File: src/rtl/alu_pkg.sv
// Shared definitions for the ALU issue/writeback stage: op codes,
// condition codes, NZCV flag bit positions and the stage FSM states.
package alu_pkg;

    // ALUControl encodings understood by the external ALU
    localparam logic [2:0] OP_ADD = 3'b000;
    localparam logic [2:0] OP_SUB = 3'b001;
    localparam logic [2:0] OP_AND = 3'b010;
    localparam logic [2:0] OP_OR  = 3'b011;
    localparam logic [2:0] OP_XOR = 3'b100;

    // ARM-style condition codes
    localparam logic [3:0] COND_EQ = 4'h0;
    localparam logic [3:0] COND_NE = 4'h1;
    localparam logic [3:0] COND_CS = 4'h2;
    localparam logic [3:0] COND_CC = 4'h3;
    localparam logic [3:0] COND_MI = 4'h4;
    localparam logic [3:0] COND_PL = 4'h5;
    localparam logic [3:0] COND_VS = 4'h6;
    localparam logic [3:0] COND_VC = 4'h7;
    localparam logic [3:0] COND_HI = 4'h8;
    localparam logic [3:0] COND_LS = 4'h9;
    localparam logic [3:0] COND_GE = 4'hA;
    localparam logic [3:0] COND_LT = 4'hB;
    localparam logic [3:0] COND_GT = 4'hC;
    localparam logic [3:0] COND_LE = 4'hD;
    localparam logic [3:0] COND_AL = 4'hE;
    localparam logic [3:0] COND_NV = 4'hF;

    // Bit positions inside the {N,Z,C,V} flag vector
    localparam int FLG_N = 3;
    localparam int FLG_Z = 2;
    localparam int FLG_C = 1;
    localparam int FLG_V = 0;

    // Issue / execute / hold-result states
    typedef enum logic [1:0] {
        ST_IDLE = 2'd0,
        ST_EXEC = 2'd1,
        ST_DONE = 2'd2
    } state_t;

    // Codes above XOR have no ALU meaning
    function automatic logic op_is_illegal(input logic [2:0] op);
        return (op > OP_XOR);
    endfunction

    // Arithmetic ops produce meaningful carry/overflow, logic ops do not
    function automatic logic op_is_arith(input logic [2:0] op);
        return (op == OP_ADD) || (op == OP_SUB);
    endfunction

endpackage

File: src/rtl/cond_check.sv
// Combinational ARM-style condition evaluator: decides whether an
// instruction with the given condition code executes under NZCV flags.
module cond_check
    import alu_pkg::*;
(
    input  logic [3:0] cond,
    input  logic [3:0] flags,
    output logic       pass
);

    logic n;
    logic z;
    logic c;
    logic v;

    assign n = flags[FLG_N];
    assign z = flags[FLG_Z];
    assign c = flags[FLG_C];
    assign v = flags[FLG_V];

    // Decode the condition code against the current flags
    always_comb begin
        pass = 1'b0;
        case (cond)
            COND_EQ: pass = z;
            COND_NE: pass = !z;
            COND_CS: pass = c;
            COND_CC: pass = !c;
            COND_MI: pass = n;
            COND_PL: pass = !n;
            COND_VS: pass = v;
            COND_VC: pass = !v;
            COND_HI: pass = c & !z;
            COND_LS: pass = !c | z;
            COND_GE: pass = (n == v);
            COND_LT: pass = (n != v);
            COND_GT: pass = !z & (n == v);
            COND_LE: pass = z | (n != v);
            COND_AL: pass = 1'b1;
            COND_NV: pass = 1'b0;
            default: pass = 1'b0;
        endcase
    end

endmodule

File: src/rtl/alu_exec_ctrl.sv
// Issue/writeback stage around an external combinational ALU. Accepts one
// operation, drives the ALU for exactly one cycle, applies the condition
// code and flag-update rules, then holds the outcome until downstream takes it.
module alu_exec_ctrl
    import alu_pkg::*;
#(
    parameter int         W         = 5,
    parameter logic [3:0] RST_FLAGS = 4'b0000
) (
    input  logic         clk,
    input  logic         reset_n,
    input  logic         in_valid,
    output logic         in_ready,
    input  logic [W-1:0] in_a,
    input  logic [W-1:0] in_b,
    input  logic [2:0]   in_op,
    input  logic [3:0]   in_cond,
    input  logic         in_setflags,
    output logic [W-1:0] alu_a,
    output logic [W-1:0] alu_b,
    output logic [2:0]   alu_ctrl,
    input  logic [W-1:0] alu_result,
    input  logic [3:0]   alu_flags,
    output logic         out_valid,
    input  logic         out_ready,
    output logic [W-1:0] out_result,
    output logic         out_executed,
    output logic         out_illegal,
    output logic [3:0]   flags
);

    state_t       state_reg;
    state_t       state_next;

    logic [W-1:0] a_reg;
    logic [W-1:0] b_reg;
    logic [2:0]   op_reg;
    logic [3:0]   cond_reg;
    logic         setflags_reg;

    logic [W-1:0] result_reg;
    logic [W-1:0] result_next;
    logic         executed_reg;
    logic         executed_next;
    logic         illegal_reg;
    logic         illegal_next;
    logic [3:0]   flags_reg;
    logic [3:0]   flags_next;

    logic         cond_pass;
    logic         op_illegal;
    logic         do_exec;

    // Condition is judged against the flags held at the start of EXEC
    cond_check u_cond_check (
        .cond  (cond_reg),
        .flags (flags_reg),
        .pass  (cond_pass)
    );

    assign op_illegal = op_is_illegal(op_reg);
    assign do_exec    = cond_pass & !op_illegal;

    // Operand registers load only on an accepted handshake in IDLE
    always_ff @(posedge clk or negedge reset_n) begin
        if (!reset_n) begin
            a_reg        <= '0;
            b_reg        <= '0;
            op_reg       <= '0;
            cond_reg     <= '0;
            setflags_reg <= 1'b0;
        end else if ((state_reg == ST_IDLE) && in_valid) begin
            a_reg        <= in_a;
            b_reg        <= in_b;
            op_reg       <= in_op;
            cond_reg     <= in_cond;
            setflags_reg <= in_setflags;
        end
    end

    // State, result and flag registers
    always_ff @(posedge clk or negedge reset_n) begin
        if (!reset_n) begin
            state_reg    <= ST_IDLE;
            result_reg   <= '0;
            executed_reg <= 1'b0;
            illegal_reg  <= 1'b0;
            flags_reg    <= RST_FLAGS;
        end else begin
            state_reg    <= state_next;
            result_reg   <= result_next;
            executed_reg <= executed_next;
            illegal_reg  <= illegal_next;
            flags_reg    <= flags_next;
        end
    end

    // Next-state, result capture and flag-update rules
    always_comb begin
        state_next    = state_reg;
        result_next   = result_reg;
        executed_next = executed_reg;
        illegal_next  = illegal_reg;
        flags_next    = flags_reg;
        case (state_reg)
            ST_IDLE: begin
                if (in_valid) begin
                    state_next = ST_EXEC;
                end
            end
            ST_EXEC: begin
                illegal_next  = op_illegal;
                executed_next = do_exec;
                result_next   = do_exec ? alu_result : '0;
                if (do_exec && setflags_reg) begin
                    if (op_is_arith(op_reg)) begin
                        flags_next = alu_flags;
                    end else begin
                        // Logic ops only define N and Z; keep C and V
                        flags_next[FLG_N] = alu_flags[FLG_N];
                        flags_next[FLG_Z] = alu_flags[FLG_Z];
                    end
                end
                state_next = ST_DONE;
            end
            ST_DONE: begin
                if (out_ready) begin
                    state_next = ST_IDLE;
                end
            end
            default: begin
                state_next = ST_IDLE;
            end
        endcase
    end

    // in_ready is forced low for as long as reset is held
    assign in_ready     = (state_reg == ST_IDLE) && reset_n;
    assign out_valid    = (state_reg == ST_DONE);
    assign out_result   = result_reg;
    assign out_executed = executed_reg;
    assign out_illegal  = illegal_reg;
    assign flags        = flags_reg;

    // The ALU always sees the operand registers; only EXEC samples it
    assign alu_a    = a_reg;
    assign alu_b    = b_reg;
    assign alu_ctrl = op_reg;

endmodule

File: config.mk
export PLATFORM = sky130hd
export DESIGN_NAME = alu_exec_ctrl
export DESIGN_NICKNAME = d
export VERILOG_FILES = /design/src/rtl/alu_pkg.sv /design/src/rtl/cond_check.sv /design/src/rtl/alu_exec_ctrl.sv
export SDC_FILE = /design/constraint.sdc
export NUM_CORES = 1
export LEC_CHECK = 0
export CORE_MARGIN = 5
export CORE_UTILIZATION = 42
export DETAILED_ROUTE_END_ITERATION = 7
export PLACE_DENSITY = 0.88
export SYNTH_ARGS = -nofsm -noshare
export SYNTH_HDL_FRONTEND = slang
export SYNTH_HIERARCHICAL = 1
export SYNTH_SLANG_ARGS = --single-unit
File: constraint.sdc
create_clock -name clk -period 2.42 [get_ports clk]
set_clock_uncertainty 0.15 [all_clocks]
set_input_delay 0.484 -clock clk [delete_from_list [all_inputs] [get_ports clk]]
set_output_delay 0.484 -clock clk [all_outputs]
set_load 0.03 [all_outputs]
### Yosys cells after proc, flatten, opt, wreduce, memory -nomap -nowiden

Index checks and enable logic that the tools add are counted.

* output and inout port bits: 26
* register bits: 31
* logic and storage cells: 59
* bits of input ports: 31

* $lt $le $gt $ge: 1
* equality and inequality tests: 22
* bitwise operators: 5
* reductions and logical operators: 15
* mux-type cells: 5

Operators by type and width (count)
* $eq A4 B4 Y1 const B: 8
* $eq A4 B3 Y1 const B: 4
* $pmux W1 S16: 1
* $eq A4 B2 Y1 const B: 2
* $pmux W2 S3: 1
* $logic_not A1 Y1: 5
* $mux W5: 1
* $eq A4 B1 Y1 const B: 1
* $logic_not A4 Y1: 1
* $mux W2: 2
* $reduce_and A2 Y1: 2
* $and A1 B1 Y1: 3
* $eq A3 B1 Y1 const B: 1
* $gt A3 B3 Y1 const B: 1
* $logic_and A1 B1 Y1: 3
* $logic_not A3 Y1: 1
* $reduce_and A3 Y1: 1
* $eq A2 B1 Y1 const B: 1
* $eq A2 B2 Y1 const B: 1
* $logic_not A2 Y1: 1
* $ne A2 B1 Y1 const B: 1
* $ne A2 B2 Y1 const B: 1
* $or A1 B1 Y1: 2
* $eq A1 B1 Y1: 1
* other kinds (2): 2

### Logic depth before layout (Yosys ltp)

Gate-level depths: netlist of the first run.

* depth after elaboration: 6
* depth in mapped cells: 9
* mapped depth without buffers: 7

### Modules after synthesis

Netlist of the first run, hierarchy kept.

By module, submodules not included
* alu_exec_ctrl: area each 1238.7 µm², sequential area each 775.7 µm², cells each 77, instances 1
* cond_check: area each 155.1 µm², sequential area each 0.0 µm², cells each 23, instances 1

### Least setup slack after synthesis of the first run

OpenSTA, ideal clock, no wires.

* path kind: register to register
* from: reg flags_reg[3] (netlist: flags[3])
* to: reg flags_reg[0] (netlist: flags[0])
* stages on the path, launching flop included: 8
* arrival: 1.914 ns
* library setup time: 0.125 ns
* buffers on the path: 0
* setup slack: 0.231 ns
* required time: 2.145 ns
* period minus slack after synthesis: 2.189 ns
* cells stage by stage: dfrtp_1 -> xor2_1 -> xor2_1 -> a2111oi_1 -> a311oi_1 -> o22ai_1 -> nand4_1 -> mux2_2

* cells in the longest elaborated chain, start to end: 6
* elaborated cells on any way between the ends: 9
* those cells by class: eq/ne: 2; mux: 1; bitwise: 3; reduce/logical: 3

Ends and longest elaborated chain
* from (decl): RTL line alu_exec_ctrl.sv:47 `logic [3:0] flags_reg;`
* from (signal assigned): RTL line alu_exec_ctrl.sv:94 `flags_reg <= flags_next;`
* $ne A1 B1 Y1 / $eq A1 B1 Y1 (equally long branches)
* $or A1 B1 Y1 / $and A1 B1 Y1 (equally long branches): RTL line cond_check.sv:38, cond_check.sv:37
* $pmux W1 S16 *: RTL line cond_check.sv:24 `case (cond)`
* named net cond_pass: RTL line alu_exec_ctrl.sv:50 `logic cond_pass;`
* $and A1 B1 Y1 *: RTL line alu_exec_ctrl.sv:62 `assign do_exec = cond_pass & !op_illegal;`
* $logic_and A1 B1 Y1 *: RTL line alu_exec_ctrl.sv:115 `if (do_exec && setflags_reg) begin`
* $reduce_and A3 Y1 (no source line) *

Mark *: on every way through the listed nets, which the timed path passes. The rest lies on a longest branch.
A chain may end at the register's enable or synchronous reset.

### Worst setup path after layout of the first run

* from: reg flags_reg[3] (netlist: flags[3])
* to: reg flags_reg[3] (netlist: flags[3])

* cells in the longest elaborated chain, start to end: 6
* elaborated cells on any way between the ends: 9
* those cells by class: eq/ne: 2; mux: 1; bitwise: 3; reduce/logical: 3

Ends and longest elaborated chain (RTL line)
* $ne A1 B1 Y1 / $eq A1 B1 Y1 (equally long branches)
* $or A1 B1 Y1 / $and A1 B1 Y1 (equally long branches): cond_check.sv:38, cond_check.sv:37
* $pmux W1 S16 *: cond_check.sv:24
* named net cond_pass: alu_exec_ctrl.sv:50
* $and A1 B1 Y1 *: alu_exec_ctrl.sv:62
* $logic_and A1 B1 Y1 *: alu_exec_ctrl.sv:115
* $reduce_and A2 Y1 (no source line) *

Marks and branches as above.

==> results of run 1 <==
[worst max-delay path, stage by stage, from the launching register on]
cell and delay [ns]:
sky130_fd_sc_hd__dfrtp_1 0.44, sky130_fd_sc_hd__xor2_2 0.21, sky130_fd_sc_hd__xor2_1 0.17, sky130_fd_sc_hd__a2111oi_2 0.41, sky130_fd_sc_hd__a311oi_1 0.09, sky130_fd_sc_hd__o22ai_1 0.25
sky130_fd_sc_hd__nand4_1 0.19, sky130_fd_sc_hd__mux2_2 0.31
[routing by layer]
layer	routed length (um)	share of wire, %
met4	62	1.8
met3	172	5.0
met5	0	0
met1	1290	38
met2	1900	56
[final timing paths]
path | from | end | cells past startpoint
max in group asynchronous | reset_n | alu_a[3]$_DFFE_PN0P_ | 2
worst max register to register | flags[3]$_DFFE_PN0P_ | flags[3]$_DFFE_PN0P_ | 7
worst max-delay path | flags[3]$_DFFE_PN0P_ | flags[3]$_DFFE_PN0P_ | 7
worst min-delay path | out_illegal$_DFFE_PN0P_ | out_illegal$_DFFE_PN0P_ | 2
worst min register to register | out_illegal$_DFFE_PN0P_ | out_illegal$_DFFE_PN0P_ | 2
min in group asynchronous | reset_n | out_result[1]$_DFFE_PN0P_ | 2
[cell families (layout without fill, tap and decap cells)]
group	count (synthesis)	count (layout)	share of synthesized area, %
flops	31	31	55.7
xor+xnor	4	4	2.51
compound gates	18	18	9.16
mux	23	23	20.9
simple gates	16	16	7.45
buf+inv	8	69	4.31
[repair_timing]
| item | 4_1_cts | 5_1_grt |
|---|---|---|
| setup buffers | 0 | 1 |
| setup endpoints to repair | 1 | 10 |
| hold endpoints to repair | 0 | 0 |
| pin swaps | 0 | 2 |
| gates resized for setup | 1 | 2 |
| hold buffers | 0 | 0 |
[where the power goes]
part	switching, uW	internal, uW
combinational	865	840
clock	167	171
sequential	267	773
total	1300	1780
[synthesized netlist by cell type (2+ instances only)]
library cell | n | area [um^2]
sky130_fd_sc_hd__a22o_1 | 5 | 43.8
sky130_fd_sc_hd__buf_2 | 2 | 10.0
sky130_fd_sc_hd__nand4_1 | 2 | 12.5
sky130_fd_sc_hd__or2b_1 | 2 | 15.0
sky130_fd_sc_hd__nor2_1 | 3 | 11.3
sky130_fd_sc_hd__inv_1 | 2 | 7.51
sky130_fd_sc_hd__dfrtp_1 | 31 | 776
sky130_fd_sc_hd__xor2_1 | 3 | 26.3
sky130_fd_sc_hd__o21ai_0 | 4 | 20.0
sky130_fd_sc_hd__a21oi_1 | 3 | 15.0
sky130_fd_sc_hd__mux2_4 | 9 | 135
sky130_fd_sc_hd__mux2_2 | 13 | 146
[metrics by stage]
step	area (um^2)	utilization, %	hold WS (ns)	TNS (ns)
3_3_place_gp	1990	60.6	0.313	0
6_report	2080	63.3	0.349	0
5_1_grt	2080	63.3	0.374	-0.00415
4_1_cts	2060	62.7	0.358	0
2_1_floorplan	1390	-	0.0384	0
3_5_place_dp	1990	60.6	0.337	0
[area by class of cell]
class / instances / area [um^2] / share of cell area (%)
sequential: 31 / 776 / 37.3
timing repair buffer: 59 / 592 / 28.5
tap: 46 / 57.6 / 2.77
clock buffer: 8 / 68.8 / 3.31
multi-input combinational: 61 / 577 / 27.8
inverter: 2 / 7.51 / 0.361
==> results.json, run 1 <==
{
  "outcome": "complete, no violations",
  "syn_to_final_growth_pct": 49.1,
  "cts_max_level": 2,
  "layout.cells.most_common": "sky130_fd_sc_hd__clkdlybuf4s50_1",
  "fin_crit_ns": 2.33,
  "clockRootBuffer": "sky130_fd_sc_hd__clkbuf_4",
  "synthArstFlopShare_pct": 100,
  "critical_path_peak_fanout": 3,
  "setup.worst_path.start_class": "flip-flop",
  "dp_slack_ns": 0.0643,
  "commonest_cells_after_routing_fill_and_taps_aside": "sky130_fd_sc_hd__clkdlybuf4s50_1 (54), sky130_fd_sc_hd__dfrtp_1 (31), sky130_fd_sc_hd__mux2_2 (13)",
  "antennaDiodeCount": 0,
  "cts_buf_count": 5,
  "worst-slew-pin-transition_ns": 0.387,
  "reg2reg_setup_slack_ns": 0.09,
  "total_leakage_power_uw": 0.000888,
  "drive_gt1_share_pct": 23.0,
  "vias_per_cell": 5.08,
  "port-buffer-count": 56,
  "irDropWorstVdd_v": 0.000634,
  "number_of_antenna_violations_at_the_first_check_in_global_routing": 0,
  "endpoint_kind": "flip-flop",
  "clk_pin_slew_ns": 0.10,
  "top_usage_layer": "met2",
  "drv.max_cap_violation_count": 0,
  "critPathArrivalTime_ns": 2.40,
  "row_count": 21,
  "cts.sink_count": 31,
  "grt_pass1_wl_mm": 5.18,
  "die_y_um": 67.6,
  "layout_worst_path_cycle_share_pct": 96.2,
  "number_of_routed_nets_with_antenna_violations": 0,
  "detailedRoute.firstPassIterationCount": 4,
  "groute.layer.met1.usage_pct": 17.1,
  "post-place-cells": 198,
  "post_synth_num_cell_types": 33,
  "yosys_register_bits": 31,
  "syn-instance-count": 100,
  "setup-violations-final": 0,
  "die-width_um": 67.6,
  "maxClockFrequency_mhz": 429,
  "class_of_the_tightest_hold_or_removal_check": "reg2reg",
  "synthesis.area_per_instance_um2": 13.9,
  "syn_nets": 131,
  "cp.required_ns": 2.50,
  "finish.cell_count_without_fillers": 207,
  "initialDrtViolationCount": 110,
  "worstSetupPathType": "reg2reg",
  "area_of_the_die_um2": 4570,
  "gpl.final_weighted_congestion": 0.802,
  "clk_latency_ns": 0.33,
  "grt_pass1_vias": 1112,
  "fill_cells": 271,
  "detail_route.wl_per_cell_um": 16.5,
  "grt.met3_usage_pct": 2.66,
  "sequential_cell_area_fraction_in_the_yosys_report_pct": 55.7,
  "total_number_of_vias": 1051,
  "powerDensity_nw_per_um2": 1480,
  "post_synth_edffs": 0,
  "grt_usage_pct": 15.5,
  "routed_wirelength_mm": 3.43,
  "grt_use_met2_pct": 27.9,
  "cts_buffer_depth": 2,
  "design.core.area_um2": 3280,
  "worst_slew_margin_rel_pct": 74.2,
  "final_nets": 191,
  "tritoncts": "built",
  "yosys_warnings": 6,
  "start_util_pct": 42.4,
  "grt_start_max_net_pins": 32,
  "cell_area_after_synthesis_um2": 1390,
  "grt_overflow_total": 0,
  "setup_slack_ns": 0.0917,
  "final-max-slew-violation-count": 0,
  "design_power_total_uw": 3080,
  "timing_hold_violations_final": 0,
  "floorplan.io_pins": 57,
  "synth_flop_cell": "sky130_fd_sc_hd__dfrtp_1",
  "drt_drc_violations_left": 0
}
Power figures use the tool's default switching activity.
==> run 2, diff against run 1 <==
--- a/config.mk
+++ b/config.mk
@@ -8,6 +8,7 @@
 export CORE_MARGIN = 5
 export CORE_UTILIZATION = 42
 export DETAILED_ROUTE_END_ITERATION = 7
+export MAX_ROUTING_LAYER = met4
 export PLACE_DENSITY = 0.88
 export SYNTH_ARGS = -nofsm -noshare
 export SYNTH_HDL_FRONTEND = slang
==> run 2 against run 1 <==
  * Final cell count unchanged
  * Count of clock-buffer cells in the layout unchanged
  * Via count decreased by 0.38%
  * Power about the same
  * Global-route usage grew 0.48 points
  * Clock power hardly changed
  * Final area unchanged
  * Combinational power about the same
  * Fmax is 0.70% lower
  * Setup slack got worse by 0.016 ns
  * Non-clock buffer count is the same
  * Critical path type unchanged
  * Largest cell class unchanged
==> results.json, run 2 (synthesized netlist as in run 1, its figures left out) <==
{
  "port-buffer-count": 56,
  "worstSetupPathType": "reg2reg",
  "worst-slew-pin-transition_ns": 0.385,
  "number_of_antenna_violations_at_the_first_check_in_global_routing": 0,
  "setup-violations-final": 0,
  "maxClockFrequency_mhz": 426,
  "commonest_cells_after_routing_fill_and_taps_aside": "sky130_fd_sc_hd__clkdlybuf4s50_1 (54), sky130_fd_sc_hd__dfrtp_1 (31), sky130_fd_sc_hd__mux2_2 (13)",
  "final-max-slew-violation-count": 0,
  "irDropWorstVdd_v": 0.000634,
  "seq_area_um2": 776,
  "multi_input_area_um2": 577,
  "hold_path_end": "out_illegal$_DFFE_PN0P_",
  "endpoint_kind": "flip-flop",
  "timing_hold_violations_final": 0,
  "grt_pass1_wl_mm": 5.18,
  "clockRootBuffer": "sky130_fd_sc_hd__clkbuf_4",
  "gpl.final_weighted_congestion": 0.813,
  "routed_wirelength_mm": 3.44,
  "grt_usage_pct": 16.0,
  "total_number_of_vias": 1047,
  "syn_to_final_growth_pct": 49.1,
  "cts.sink_count": 31,
  "die_y_um": 67.6,
  "grt_overflow_total": 0,
  "powerDensity_nw_per_um2": 1480,
  "regToRegStartpoint": "flags[3]$_DFFE_PN0P_",
  "cp.required_ns": 2.50,
  "antennaDiodeCount": 0,
  "cts_max_level": 2,
  "die-width_um": 67.6,
  "final_nets": 191,
  "layout_worst_path_cycle_share_pct": 96.9,
  "worstPathBufferInverterCount": 0,
  "floorplan.io_pins": 57,
  "fin_crit_ns": 2.34,
  "initialDrtViolationCount": 124,
  "crit-reg2reg-capture": "flags[3]$_DFFE_PN0P_",
  "final.hold.worst_slack_ns": 0.349,
  "cts_buffer_depth": 2,
  "final.setup.tns_ns": 0,
  "start_util_pct": 42.4,
  "number_of_routed_nets_with_antenna_violations": 0,
  "reg2reg_setup_slack_ns": 0.08,
  "cts_hold_buffers": 0,
  "drt_drc_violations_left": 0,
  "min_from": "out_illegal$_DFFE_PN0P_",
  "detailedRoute.firstPassIterationCount": 4,
  "drive_gt1_share_pct": 23.0,
  "layout.cells.most_common": "sky130_fd_sc_hd__clkdlybuf4s50_1",
  "cts_buf_count": 5,
  "outcome": "complete, no violations",
  "timing.critical_path.depth": 7,
  "path_cells": "xor2_2 -> xor2_1 -> a2111oi_2 -> a311oi_1 -> o22ai_1 -> nand4_1 -> mux2_2",
  "cp_slowest_cell": "sky130_fd_sc_hd__dfrtp_1",
  "grt_pass1_vias": 1116,
  "hold-path-cell-count": 2,
  "vias_per_cell": 5.06,
  "fill_cells": 271,
  "critical_path_peak_fanout": 3,
  "area_of_the_die_um2": 4570,
  "timing.reg2reg.worst_path_depth": 7,
  "grt_start_max_net_pins": 32,
  "detail_route.wl_per_cell_um": 16.6,
  "final_core_utilization_pct": 63.3,
  "row_count": 21,
  "class_of_the_tightest_hold_or_removal_check": "reg2reg",
  "worst_slew_margin_rel_pct": 74.3,
  "clk_latency_ns": 0.33,
  "total_leakage_power_uw": 0.000888,
  "tritoncts": "built",
  "cp_slowest_stage_delay_ns": 0.44,
  "kind_of_cell_adding_the_most_delay_to_the_critical_path": "compound AO/OA/AOI/OAI gates",
  "critPathArrivalTime_ns": 2.42,
  "clk_pin_slew_ns": 0.10,
  "setup.worst_path.start_class": "flip-flop",
  "drv.max_cap_violation_count": 0,
  "design.core.area_um2": 3280
}
run 2: cell counts in the layout (fill, tap and decap cells not counted):
Identical to the previous run, type by type.
run 2: power breakdown:
part           switching [uW]  leakage (uW)  internal (uW)  total (uW)
registers                 265      0.000375            773        1040
clock network             168     0.0000386            171         339
logic                     868      0.000474            840        1710
total                    1300      0.000888           1780        3090
run 2: area by class of cell:
class,instances,share of cell area [%]
flip-flops and latches,31,37.3
repair buffers,59,28.5
multi-input cells,61,27.8
clock buffers,8,3.31
well taps,46,2.77
inverters,2,0.361
run 2: stage by stage:
step / setup WS, ns / power, uW / area, um^2 / instances
after detailed placement: 0.0643 / 2720 / 1990 / 198
after global placement: 0.295 / 2630 / 1990 / 198
after CTS: 0.0650 / 3060 / 2060 / 206
final: 0.0752 / 3090 / 2080 / 207
after floorplan: 0.231 / 2070 / 1390 / 100
after global routing: -0.00420 / 3250 / 2080 / 207
run 2: worst max path at each step:
stage,startpoint,end
CTS,flags[3]$_DFFE_PN0P_,flags[3]$_DFFE_PN0P_
finish,flags[3]$_DFFE_PN0P_,flags[3]$_DFFE_PN0P_
floorplan,flags[3]$_DFFE_PN0P_,flags[0]$_DFFE_PN0P_
detailed placement,flags[0]$_DFFE_PN0P_,flags[3]$_DFFE_PN0P_
global route,flags[3]$_DFFE_PN0P_,flags[2]$_DFFE_PN0P_
global placement,flags[3]$_DFFE_PN0P_,flags[2]$_DFFE_PN0P_
run 2: per-layer routing:
layer  GRT usage (%)  share of wire, %  vias up
met4            8.35               1.9        0
met5               -                 0        -
met2            27.9                55       34
li1                -                 -      483
met1            17.2                38      525
met3            2.66               4.9        5
run 2: worst reg2reg max path: cells and delay by family (launching register included):
family	cells	cell delay, ns
compound gates	3	0.77
simple gates	1	0.19
flops	1	0.44
mux	1	0.31
xor+xnor	2	0.38
run 2: repair_timing:
| action | 4_1_cts | 5_1_grt |
|---|---|---|
| gates resized for setup | 1 | 2 |
| setup buffers | 0 | 1 |
| setup endpoints to repair | 1 | 10 |
| pin swaps | 0 | 2 |
==> run 3, diff against run 2 <==
==> constraint.sdc (replaced) <==
create_clock -name clk -period 2.42 [get_ports clk]
set_clock_uncertainty 0.15 [all_clocks]
set_input_delay 0.484 -clock clk [delete_from_list [all_inputs] [get_ports clk]]
set_output_delay 0.484 -clock clk [all_outputs]
set_load 0.01 [all_outputs]
==> run 3 against run 2 <==
  * Flip-flop and latch count stayed put
  * Final cell count is 0.48% lower
  * Clock power is 24% higher
  * Sequential power hardly changed
  * Critical endpoint unchanged
  * Hold slack worse by 0.011 ns
  * Core utilization is 0.50 points higher
  * Highest routed layer unchanged
==> results.json, run 3 (synthesized netlist as in run 1, its figures left out) <==
{
  "outcome": "complete, no violations",
  "design.core.area_um2": 3280,
  "crit-reg2reg-capture": "flags[3]$_DFFE_PN0P_",
  "worst_slew_margin_rel_pct": 75.2,
  "cts_max_level": 2,
  "final.hold.worst_slack_ns": 0.338,
  "worst-slew-pin-transition_ns": 0.372,
  "fin_crit_ns": 2.30,
  "clk_pin_slew_ns": 0.10,
  "maxClockFrequency_mhz": 434,
  "hold-path-cell-count": 1,
  "final-max-slew-violation-count": 0,
  "drive_gt1_share_pct": 22.5,
  "crit_path_start": "flags[3]$_DFFE_PN0P_",
  "floorplan.io_pins": 57,
  "drv.max_cap_violation_count": 0,
  "start_util_pct": 42.4,
  "antennaDiodeCount": 0,
  "timing_hold_violations_final": 0,
  "worstPathBufferInverterCount": 0,
  "number_of_antenna_violations_at_the_first_check_in_global_routing": 0,
  "fill_cells": 264,
  "cts.sink_count": 31,
  "drt_drc_violations_left": 0,
  "regToRegStartpoint": "flags[3]$_DFFE_PN0P_",
  "switch_share_pct": 34.1,
  "netSwitchingPower_uw": 959,
  "powerDensity_nw_per_um2": 1340,
  "path_cells": "xor2_2 -> xor2_1 -> a2111oi_2 -> a311oi_1 -> o22ai_1 -> nand4_1 -> mux2_2",
  "ctsResizeCount": 0,
  "class_of_the_tightest_hold_or_removal_check": "reg2reg",
  "setup-violations-final": 0,
  "timing.critical_path.depth": 7,
  "clk_latency_ns": 0.33,
  "reg2reg_setup_slack_ns": 0.12,
  "cp_slowest_stage_delay_ns": 0.45,
  "grt_start_max_net_pins": 32,
  "postCtsSetupBuffers": 0,
  "clockRootBuffer": "sky130_fd_sc_hd__clkbuf_4",
  "critPathArrivalTime_ns": 2.37,
  "share_clk_of_total_power_pct": 14.9,
  "irDropWorstVdd_v": 0.000633,
  "grt_overflow_total": 0,
  "cts_hold_buffers": 0,
  "grt_pass1_wl_mm": 5.17,
  "place.detailed.hpwl_mm": 2.61,
  "grt_usage_pct": 15.8,
  "syn_to_final_growth_pct": 50.3,
  "timing.reg2reg.worst_path_depth": 7,
  "cts_buffer_depth": 2,
  "endpoint_kind": "flip-flop",
  "rsz0062_at_grt": "no",
  "vias_per_cell": 5.02,
  "number_of_routed_nets_with_antenna_violations": 0,
  "detail_route.wl_per_cell_um": 16.1,
  "routed_wirelength_mm": 3.31,
  "seq_area_um2": 776,
  "row_count": 21,
  "cts_buf_count": 5,
  "final.setup.tns_ns": 0,
  "die-width_um": 67.6,
  "tritoncts": "built",
  "detailedRoute.firstPassIterationCount": 4,
  "total_leakage_power_uw": 0.000902,
  "commonest_cells_after_routing_fill_and_taps_aside": "sky130_fd_sc_hd__clkdlybuf4s50_1 (55), sky130_fd_sc_hd__dfrtp_1 (31), sky130_fd_sc_hd__mux2_2 (13)",
  "worst_setup_ep": "flags[3]$_DFFE_PN0P_",
  "gpl.final_weighted_congestion": 0.774,
  "critical_path_peak_fanout": 4,
  "area_of_the_die_um2": 4570,
  "die_y_um": 67.6,
  "final_nets": 190,
  "grt_pass1_vias": 1156,
  "cp_slowest_cell": "sky130_fd_sc_hd__dfrtp_1",
  "internal-power_uw": 1850,
  "initialDrtViolationCount": 30,
  "setup.worst_path.start_class": "flip-flop",
  "cp.required_ns": 2.49,
  "kind_of_cell_adding_the_most_delay_to_the_critical_path": "compound AO/OA/AOI/OAI gates",
  "layout.cells.most_common": "sky130_fd_sc_hd__clkdlybuf4s50_1",
  "port-buffer-count": 56,
  "layout_worst_path_cycle_share_pct": 95.2,
  "total_number_of_vias": 1035,
  "multi_input_area_um2": 577,
  "part_of_the_total_power_dissipated_in_sequential_elements_pct": 36.8,
  "combinationalPowerShare_pct": 48.3,
  "worstSetupPathType": "reg2reg"
}
==> run 3: final cells by class <==
cell class                      count  share of cell area, %
Tap cell                           46                   2.75
Timing Repair Buffer               58                   28.2
Clock inverter                      2                   1.67
Inverter                            2                  0.358
Multi-Input combinational cell     61                   27.5
Sequential cell                    31                   37.0
Clock buffer                        6                   2.45
==> run 3: how the worst min path moves through the flow <==
stage                                           to                      from  slack [ns]
final                     out_executed$_DFFE_PN0P_  out_executed$_DFFE_PN0P_        0.34
after detailed placement  out_executed$_DFFE_PN0P_  out_executed$_DFFE_PN0P_        0.32
after global routing      out_executed$_DFFE_PN0P_  out_executed$_DFFE_PN0P_        0.36
after floorplan               alu_a[0]$_DFFE_PN0P_                   reset_n        0.04
after CTS                 out_executed$_DFFE_PN0P_  out_executed$_DFFE_PN0P_        0.34
after global placement    out_executed$_DFFE_PN0P_  out_executed$_DFFE_PN0P_        0.31
==> run 3: power groups by stage <==
stage | sequential, uW | combinational (uW) | clock, uW
2_1_floorplan | 1050 | 701 | 0
3_3_place_gp | 1010 | 1290 | 0
3_5_place_dp | 1040 | 1340 | 0
4_1_cts | 1030 | 1350 | 430
5_1_grt | 1080 | 1450 | 452
6_report | 1030 | 1360 | 419
==> run 3: worst reg2reg max path, delay by kind of cell (launching register included) <==
family | cells | cell delay (ns)
AOI/OAI and AO/OA | 3 | 0.72
xor gates and xnor gates | 2 | 0.38
muxes | 1 | 0.31
DFF | 1 | 0.45
and+or+nand+nor | 1 | 0.19
==> run 3: stage by stage <==
| step | setup WS [ns] | util (%) | instances | total power, uW | cell area (um^2) |
|---|---|---|---|---|---|
| finish | 0.117 | 63.8 | 206 | 2810 | 2090 |
| global route | 0.00624 | 63.8 | 206 | 2980 | 2090 |
| CTS | 0.0117 | 63.3 | 206 | 2810 | 2080 |
| detailed placement | 0.0167 | 60.7 | 198 | 2380 | 1990 |
| global placement | 0.0644 | 60.7 | 198 | 2300 | 1990 |
| floorplan | 0.351 | - | 100 | 1750 | 1390 |
==> run 3: routing by layer <==
layer / up-vias / GRT usage (%) / wire, um
met3: 7 / 2.33 / 123
met4: 0 / 8.10 / 74
met1: 515 / 17.7 / 1310
li1: 482 / - / -
met5: - / - / 0
met2: 31 / 27.2 / 1810
